===== src/rtl/mult_div_pkg.sv =====
// Shared types and sizing for the multicycle mult/div sequencer.
// The control unit imports this package to decode the busy and done states.
package mult_div_pkg;

    localparam int MD_WIDTH = 32;
    localparam int MD_CNT_W = $clog2(MD_WIDTH);

    typedef enum logic [2:0] {
        IDLE,
        MULT,
        DIV,
        FIX,
        DONE
    } md_state_t;

endpackage


===== src/rtl/md_sign_fix.sv =====
// Turns the unsigned magnitude result into signed Hi/Lo values.
// The multiply and divide paths both use this block.
module md_sign_fix
    import mult_div_pkg::*;
#(
    parameter int WIDTH = MD_WIDTH
) (
    input  logic [2*WIDTH-1:0] mag_i,
    input  logic               is_div_i,
    input  logic               sign_a_i,
    input  logic               sign_b_i,
    output logic [WIDTH-1:0]   hi_o,
    output logic [WIDTH-1:0]   lo_o
);

    logic [2*WIDTH-1:0] prod_fix;
    logic [WIDTH-1:0]   quot;
    logic [WIDTH-1:0]   rem;

    always_comb begin
        prod_fix = (sign_a_i ^ sign_b_i) ? -mag_i : mag_i;
        rem      = mag_i[2*WIDTH-1:WIDTH];
        quot     = mag_i[WIDTH-1:0];
        hi_o     = prod_fix[2*WIDTH-1:WIDTH];
        lo_o     = prod_fix[WIDTH-1:0];
        // The quotient truncates toward zero; the remainder follows the dividend sign.
        if (is_div_i) begin
            lo_o = (sign_a_i ^ sign_b_i) ? -quot : quot;
            hi_o = sign_a_i ? -rem : rem;
        end
    end

endmodule


===== src/rtl/mult_div_seq.sv =====
// Multicycle MIPS mult/div sequencer: shift-add multiply, restoring divide,
// WIDTH iterations, then one sign-fix cycle that writes Hi/Lo.
module mult_div_seq
    import mult_div_pkg::*;
#(
    parameter int WIDTH = MD_WIDTH
) (
    input  logic             clock,
    input  logic             reset,
    input  logic             start_mult,
    input  logic             start_div,
    input  logic [WIDTH-1:0] a,
    input  logic [WIDTH-1:0] b,
    output logic             busy,
    output logic             done,
    output logic             div_zero,
    output logic [WIDTH-1:0] hi,
    output logic [WIDTH-1:0] lo
);

    localparam int             CNT_W    = $clog2(WIDTH);
    localparam logic [CNT_W-1:0] CNT_LAST = CNT_W'(WIDTH - 1);

    md_state_t          state_q, state_d;
    logic [CNT_W-1:0]   cnt_q, cnt_d;
    logic [2*WIDTH-1:0] acc_q, acc_d;
    logic [WIDTH-1:0]   op_q, op_d;
    logic               is_div_q, is_div_d;
    logic               sign_a_q, sign_a_d;
    logic               sign_b_q, sign_b_d;
    logic               dz_q, dz_d;
    logic [WIDTH-1:0]   hi_q, hi_d;
    logic [WIDTH-1:0]   lo_q, lo_d;

    logic [WIDTH-1:0]   abs_a;
    logic [WIDTH-1:0]   abs_b;
    logic [WIDTH:0]     mul_sum;
    logic [WIDTH:0]     div_shift;
    logic [WIDTH:0]     div_trial;
    logic [WIDTH-1:0]   fix_hi;
    logic [WIDTH-1:0]   fix_lo;

    // Magnitudes live in WIDTH-bit unsigned form, so |0x80..0| stays exact.
    assign abs_a = a[WIDTH-1] ? -a : a;
    assign abs_b = b[WIDTH-1] ? -b : b;

    // Multiply: acc = {partial product, remaining multiplier}, op = multiplicand.
    assign mul_sum = {1'b0, acc_q[2*WIDTH-1:WIDTH]} + {1'b0, op_q & {WIDTH{acc_q[0]}}};

    // Divide: acc = {partial remainder, remaining dividend / quotient}, op = divisor.
    assign div_shift = {acc_q[2*WIDTH-1:WIDTH], acc_q[WIDTH-1]};
    assign div_trial = div_shift - {1'b0, op_q};

    md_sign_fix #(
        .WIDTH(WIDTH)
    ) u_sign_fix (
        .mag_i   (acc_q),
        .is_div_i(is_div_q),
        .sign_a_i(sign_a_q),
        .sign_b_i(sign_b_q),
        .hi_o    (fix_hi),
        .lo_o    (fix_lo)
    );

    always_comb begin
        state_d  = state_q;
        cnt_d    = cnt_q;
        acc_d    = acc_q;
        op_d     = op_q;
        is_div_d = is_div_q;
        sign_a_d = sign_a_q;
        sign_b_d = sign_b_q;
        dz_d     = dz_q;
        hi_d     = hi_q;
        lo_d     = lo_q;

        case (state_q)
            IDLE: begin
                if (start_mult) begin
                    state_d  = MULT;
                    acc_d    = {{WIDTH{1'b0}}, abs_b};
                    op_d     = abs_a;
                    is_div_d = 1'b0;
                    sign_a_d = a[WIDTH-1];
                    sign_b_d = b[WIDTH-1];
                    cnt_d    = '0;
                    dz_d     = 1'b0;
                end else if (start_div) begin
                    acc_d    = {{WIDTH{1'b0}}, abs_a};
                    op_d     = abs_b;
                    is_div_d = 1'b1;
                    sign_a_d = a[WIDTH-1];
                    sign_b_d = b[WIDTH-1];
                    cnt_d    = '0;
                    // A zero divisor skips straight to DONE and leaves Hi/Lo alone.
                    if (b == '0) begin
                        state_d = DONE;
                        dz_d    = 1'b1;
                    end else begin
                        state_d = DIV;
                        dz_d    = 1'b0;
                    end
                end
            end
            MULT: begin
                acc_d = {mul_sum, acc_q[WIDTH-1:1]};
                cnt_d = cnt_q + CNT_W'(1);
                if (cnt_q == CNT_LAST) begin
                    state_d = FIX;
                end
            end
            DIV: begin
                if (!div_trial[WIDTH]) begin
                    acc_d = {div_trial[WIDTH-1:0], acc_q[WIDTH-2:0], 1'b1};
                end else begin
                    acc_d = {div_shift[WIDTH-1:0], acc_q[WIDTH-2:0], 1'b0};
                end
                cnt_d = cnt_q + CNT_W'(1);
                if (cnt_q == CNT_LAST) begin
                    state_d = FIX;
                end
            end
            FIX: begin
                hi_d    = fix_hi;
                lo_d    = fix_lo;
                state_d = DONE;
            end
            DONE: begin
                dz_d    = 1'b0;
                state_d = IDLE;
            end
            default: begin
                state_d = IDLE;
            end
        endcase
    end

    always_ff @(posedge clock or posedge reset) begin
        if (reset) begin
            state_q  <= IDLE;
            cnt_q    <= '0;
            acc_q    <= '0;
            op_q     <= '0;
            is_div_q <= 1'b0;
            sign_a_q <= 1'b0;
            sign_b_q <= 1'b0;
            dz_q     <= 1'b0;
            hi_q     <= '0;
            lo_q     <= '0;
        end else begin
            state_q  <= state_d;
            cnt_q    <= cnt_d;
            acc_q    <= acc_d;
            op_q     <= op_d;
            is_div_q <= is_div_d;
            sign_a_q <= sign_a_d;
            sign_b_q <= sign_b_d;
            dz_q     <= dz_d;
            hi_q     <= hi_d;
            lo_q     <= lo_d;
        end
    end

    assign busy     = (state_q != IDLE);
    assign done     = (state_q == DONE);
    assign div_zero = (state_q == DONE) && dz_q;
    assign hi       = hi_q;
    assign lo       = lo_q;

endmodule

===== config.mk =====
export PLATFORM = sky130hd
export DESIGN_NAME = mult_div_seq
export DESIGN_NICKNAME = d
export VERILOG_FILES = /design/src/rtl/mult_div_pkg.sv /design/src/rtl/md_sign_fix.sv /design/src/rtl/mult_div_seq.sv
export SDC_FILE = /design/constraint.sdc
export NUM_CORES = 1
export LEC_CHECK = 0
export ABC_AREA = 1
export CORE_UTILIZATION = 45
export CTS_BUF_LIST = sky130_fd_sc_hd__clkbuf_4 sky130_fd_sc_hd__clkbuf_8
export DETAILED_ROUTE_END_ITERATION = 10
export PLACE_DENSITY_LB_ADDON = 0.08
export SLEW_MARGIN = 10
export SYNTH_ARGS = -nofsm -noshare
export SYNTH_HDL_FRONTEND = slang
export SYNTH_HIERARCHICAL = 1
export SYNTH_SLANG_ARGS = --single-unit

===== constraint.sdc =====
create_clock -name clock -period 14.55 [get_ports clock]
set_input_delay 1.455 -clock clock [delete_from_list [all_inputs] [get_ports clock]]
set_output_delay 1.455 -clock clock [all_outputs]
set_load 0.02 [all_outputs]

== Yosys cells after proc, flatten, opt, wreduce, memory -nomap -nowiden ==
Cells that the tools add are included.

* Register bits after elaboration: 172
* Output and inout port bits: 67
* Input port bits: 68

* Reduce and logical (&&, ||, !) cells: 14
* Multiplexer cells: 31
* Bitwise gates (word level): 2
* Eq/ne operators: 7
* Add/sub/neg operators: 8

{| class="wikitable"
|+ Operator list
! operator !! number
|-
| $mux W32 || 8
|-
| $mux W64 || 4
|-
| $pmux W64 S3 || 1
|-
| $neg A32 Y32 || 4
|-
| $neg A64 Y64 || 1
|-
| $add A32 B32 Y33 || 1
|-
| $sub A33 B32 Y33 || 1
|-
| $and A32 B32 Y32 || 1
|-
| $logic_not A32 Y1 || 1
|-
| $mux W3 || 4
|-
| $mux W5 || 2
|-
| $pmux W5 S2 || 1
|-
| $reduce_and A2 Y1 || 5
|-
| $mux W1 || 9
|-
| $pmux W3 S3 || 1
|-
| $eq A3 B2 Y1 const B || 2
|-
| $reduce_bool A2 Y1 || 3
|-
| $reduce_bool A3 Y1 || 2
|-
| $add A5 B1 Y5 const B || 1
|-
| $eq A5 B5 Y1 const B || 1
|-
| $eq A3 B1 Y1 const B || 1
|-
| $eq A3 B3 Y1 const B || 1
|-
| $logic_not A3 Y1 || 1
|-
| $ne A3 B3 Y1 const B || 1
|-
| 5 further kinds || 5
|}

== Logic depth before layout (Yosys ltp) ==
* Word-level depth: 5
* Mapped depth: 18
* Gate-level depth less buffers: 17

== Cells and area by module ==
The synthesis kept the hierarchy.

{| class="wikitable"
|+ Modules (own cells, without submodules)
! module !! area an instance (µm²) !! times used !! cells an instance
|-
| mult_div_seq || 15,068.2 || 1 || 2,329
|-
| md_sign_fix || 2,524.9 || 1 || 538
|}

== Least setup slack after synthesis ==
No wires, ideal clock.

* Path type: flip-flop to output port
* From: reg state_q[0]
* To: out div_zero
* Buffers on the path: 0
* Path slack: 11.624 ns
* Cell stages (with the launch flop): 4
* Arrival time: 1.471 ns
* Required time: 13.095 ns
* Cells stage by stage: dfrtp_1 -> nor3_1 -> inv_1 -> nor2_1

* Longest elaborated chain between the ends: 2

{| class="wikitable"
|+ Ends and longest elaborated chain
! element !! RTL line !! RTL
|-
| from (decl) || mult_div_seq.sv:24 || <nowiki>md_state_t state_q, state_d;</nowiki>
|-
| from (signal assigned) || mult_div_seq.sv:151 || <nowiki>state_q <= state_d;</nowiki>
|-
| $eq A3 B3 Y1 || n/a ||
|-
| net done || mult_div_seq.sv:15 || <nowiki>output logic done,</nowiki>
|-
| $logic_and A1 B1 Y1 || mult_div_seq.sv:166 || <nowiki>assign div_zero = (state_q == DONE) && dz_q;</nowiki>
|-
| to (decl) || mult_div_seq.sv:16 || <nowiki>output logic div_zero,</nowiki>
|}

The timed path passes the listed nets, and every way through them passes these cells.

== Final worst setup path ==
* From: in start_mult
* To: reg acc_q[14]

* Longest elaborated chain between the ends: 2
* Elaborated cells on any way between the ends: 4
* Classes of those cells: 1 x eq/ne; 2 x mux; 1 x reduce/logical

{| class="wikitable"
|+ Ends and longest elaborated chain
! element !! RTL line !! RTL
|-
| from (decl) || mult_div_seq.sv:10 || <nowiki>input logic start_mult,</nowiki>
|-
| $mux W64 / $ne A3 B3 Y1 (equally long branches) || n/a ||
|-
| $pmux W64 S3 / $reduce_and A2 Y1 (equally long branches) || n/a ||
|-
| to (signal assigned) || mult_div_seq.sv:142 || <nowiki>acc_q <= '0;</nowiki>
|-
| to (signal assigned) || mult_div_seq.sv:153 || <nowiki>acc_q <= acc_d;</nowiki>
|-
| to (decl) || mult_div_seq.sv:26 || <nowiki>logic [2*WIDTH-1:0] acc_q, acc_d;</nowiki>
|}

Several ways; a longest one is shown, not always the timed one.
A chain may end at the register's enable or synchronous reset.

==> run summary <==
status: finished, final reports clean
Fillers: 4,098
Antenna Nets Post-Route: 0
Post-CTS Setup Inserts: 0
Syn Nets: 3,007
post-cts hold buffer count: 0
effective utilization at floorplan: 45.5%
initial antenna violation count: 0
PwrDens: 269 mW/mm^2
die height: 200 um
max cap viols: 0
Yosys Warn Count: 6
Synth Area per Inst: 6.14 sq um
final core utilization: 51.0%
CTS tree: built
share of cells above drive strength 1: 5.97%
Async SR Flop Fraction: 100%
HP Start: cnt_q[2]$_DFFE_PP0P_
Fin. Hold Viols: 0
number of port buffers: 134
peak supply drop: 0.138 mV
pin count of the biggest net entering global routing: 103
CP arrival: 4710 ps
Cell Count Post-Placement: 3,452
n_diodes: 0
Root Buffer: clkbuf_8
Worst-path clk slew: 100 ps
R2R cell count: 8
Hold Crit Class: reg2reg
post-DP HPWL: 54,100 um
clk_lat worst skew: 530 ps
dpl ws: 9770 ps
Netlist Area Pre-Place: 0.0176 sq mm
Total Routing Usage GR: 33.2%
Max Clock Freq: 231 MHz
Worst-Margin Slew: 1140 ps
Multi-input gate area: 0.0113 sq mm
clock sinks: 172
leak pwr: 9.99 nW
Die Span X: 200 um
WP data required: 14,930 ps
synthesized flop and latch total: 172
Setup Skew: 24.5 ps
Max transition margin: 23.8%
part of the cycle the worst path needs: 29.7%
post-DR vias/cell: 5.52
Die Area: 0.0399 sq mm
vias in the first global route: 17.7k
Post-Route WL: 65,700 um
Final Setup Violations: 0
grt ovf: 0
initial DRC count: 1,550
CORE AREA: 0.0386 sq mm
PostCTS Resize Cnt: 0
Cells after Synth: 2,867
Post-route DRC: 0
CP startpoint: start_mult
Seq. cell area: 0.00430 sq mm
number of flops mapped to enable cells by yosys: 0
Slew Limit Fails: 0
setup ws final: 10,220 ps
DR WL/cell: 18.9 um
nets@finish: 3,093
CP endpoint kind: flop
Yosys cell types: 53
num rows: 72
hold depth: 1
vias: 19.2k
TritonRoute pass-1 iters: 6
Worst R2R Start: state_q[1]$_DFFE_PP0P_
Sum Neg Setup Slack: 0 ps
# H-tree levels: 4
routability cong.: 1.00
crit start category: input pin
critical path class: in2reg
CP Max Fanout: 75
cts bufs inserted: 17
Layout area overhead: 11.9%
Seq/Total Area, Yosys: 24.5%
first-pass GRT wire length: 100,000 um
Ports: 135
ys flop type: dfrtp_1
final std cells w/o fill: 3,484
Clock Path Buffers: 2
RSZ-0062 raised after global routing: no
Tmin final: 4330 ps
stage by stage:
step / cell area (sq um) / hold WS (ps) / power [mW]
2_1_floorplan: 17600 / 444 / 3.72
3_3_place_gp: 19300 / 473 / 4.82
3_5_place_dp: 19300 / 487 / 4.88
4_1_cts: 19700 / 503 / 5.25
5_1_grt: 19700 / 520 / 5.79
6_report: 19700 / 507 / 5.30
synth_stat cells, drive strengths merged (2+ instances only):
master,instances,share of area (%)
o22ai,7,0.25
o21ai,112,3.3
a31oi,4,0.14
mux2,64,4.1
o21a,2,0.085
o21bai,7,0.30
nand3,305,9.0
or2,6,0.21
a21o,10,0.43
clkbuf,41,0.87
dfrtp,172,24
fa,2,0.23
nor2,329,7.3
o221ai,7,0.35
o211ai,24,1.0
and2,4,0.16
nand4,26,0.92
o31ai,3,0.13
inv,420,9.0
a22o,2,0.10
xor2,48,2.4
xnor2,31,1.5
a21oi,111,3.3
nor4,3,0.11
a22oi,8,0.34
a221oi,28,1.4
buf,39,1.5
nor3,24,0.75
nand2,920,20
ha,70,5.0
nand3b,32,1.4
report_power, final:
part	internal, mW	switching (mW)	total (mW)
Combinational	1.38	2.48	3.85
Sequential	0.727	0.364	1.09
Clock	0.149	0.212	0.361
placed cells by master (no fill, tap or decap), types with 7 or more instances in the layout:
| master | n |
|---|---|
| o22ai_1 | 7 |
| clkdlybuf4s50_1 | 134 |
| nand3b_1 | 32 |
| xor2_1 | 48 |
| dfrtp_1 | 172 |
| nor3_1 | 23 |
| nor2_1 | 315 |
| o21ai_0 | 99 |
| nand3_2 | 13 |
| o221ai_1 | 7 |
| o211ai_1 | 24 |
| xnor2_1 | 31 |
| a22oi_1 | 8 |
| a21o_1 | 10 |
| nand3_1 | 292 |
| o21ai_1 | 10 |
| nor2_2 | 10 |
| nand2_1 | 908 |
| inv_2 | 12 |
| a221oi_1 | 28 |
| nand2_2 | 12 |
| ha_1 | 70 |
| buf_4 | 13 |
| o21bai_1 | 7 |
| a21oi_1 | 106 |
| inv_1 | 407 |
| nand4_1 | 26 |
| mux2_2 | 64 |
| clkbuf_8 | 18 |
logic make-up (layout without fill, tap and decap cells):
logic type / count (synthesis) / in the layout / synth area share (%)
flip-flops: 172 / 172 / 24.5
buffers and inverters: 501 / 600 / 11.4
AND/OR/NAND/NOR: 1650 / 1650 / 39.7
multiplexers: 64 / 64 / 4.10
AO/OA/AOI/OAI: 329 / 329 / 11.3
XOR/XNOR: 79 / 79 / 3.93
adder cells (fa/ha/maj): 72 / 72 / 5.21
state kept, by name, summed over array words and instances (netlist names):
signal,flops
acc_q,64
hi,32
lo,32
op_q,32
cnt_q,5
state_q,3
dz_q,1
is_div_q,1
sign_a_q,1
sign_b_q,1
path summary, 6_finish.rpt:
path	slack (ps)	to
min in group asynchronous	1490	lo[4]$_DFFE_PP0N_
max	10220	acc_q[14]$_DFFE_PP0P_
max in group asynchronous	11470	op_q[17]$_DFFE_PP0P_
max reg2reg	11030	acc_q[14]$_DFFE_PP0P_
min reg2reg	510	cnt_q[2]$_DFFE_PP0P_
min	510	cnt_q[2]$_DFFE_PP0P_
final cells by class:
class                   count  share of cell area (%)
inverters                 421                    8.05
clock buffers              18                    1.26
clock inverters            14                   0.858
repair buffers            147                    7.31
well taps                 518                    3.29
multi-input cells        2194                    57.4
flip-flops and latches    172                    21.9
worst max-delay path: stages:
cell and delay, ps:
clkdlybuf4s50_1 390, buf_4 260, nor2_1 180, nor2_2 50
buf_4 270, nor2_4 140, buf_4 610, clkinv_1 890
nor2_1 320, a21oi_1 70
routing by layer:
layer  GRT usage, %  part of all wire [%]
met1           47.0                    46
met4           12.0                   3.3
met3           4.64                   6.7
met5              0                     0
met2           51.1                    44
(Power assumes the default switching activity.)
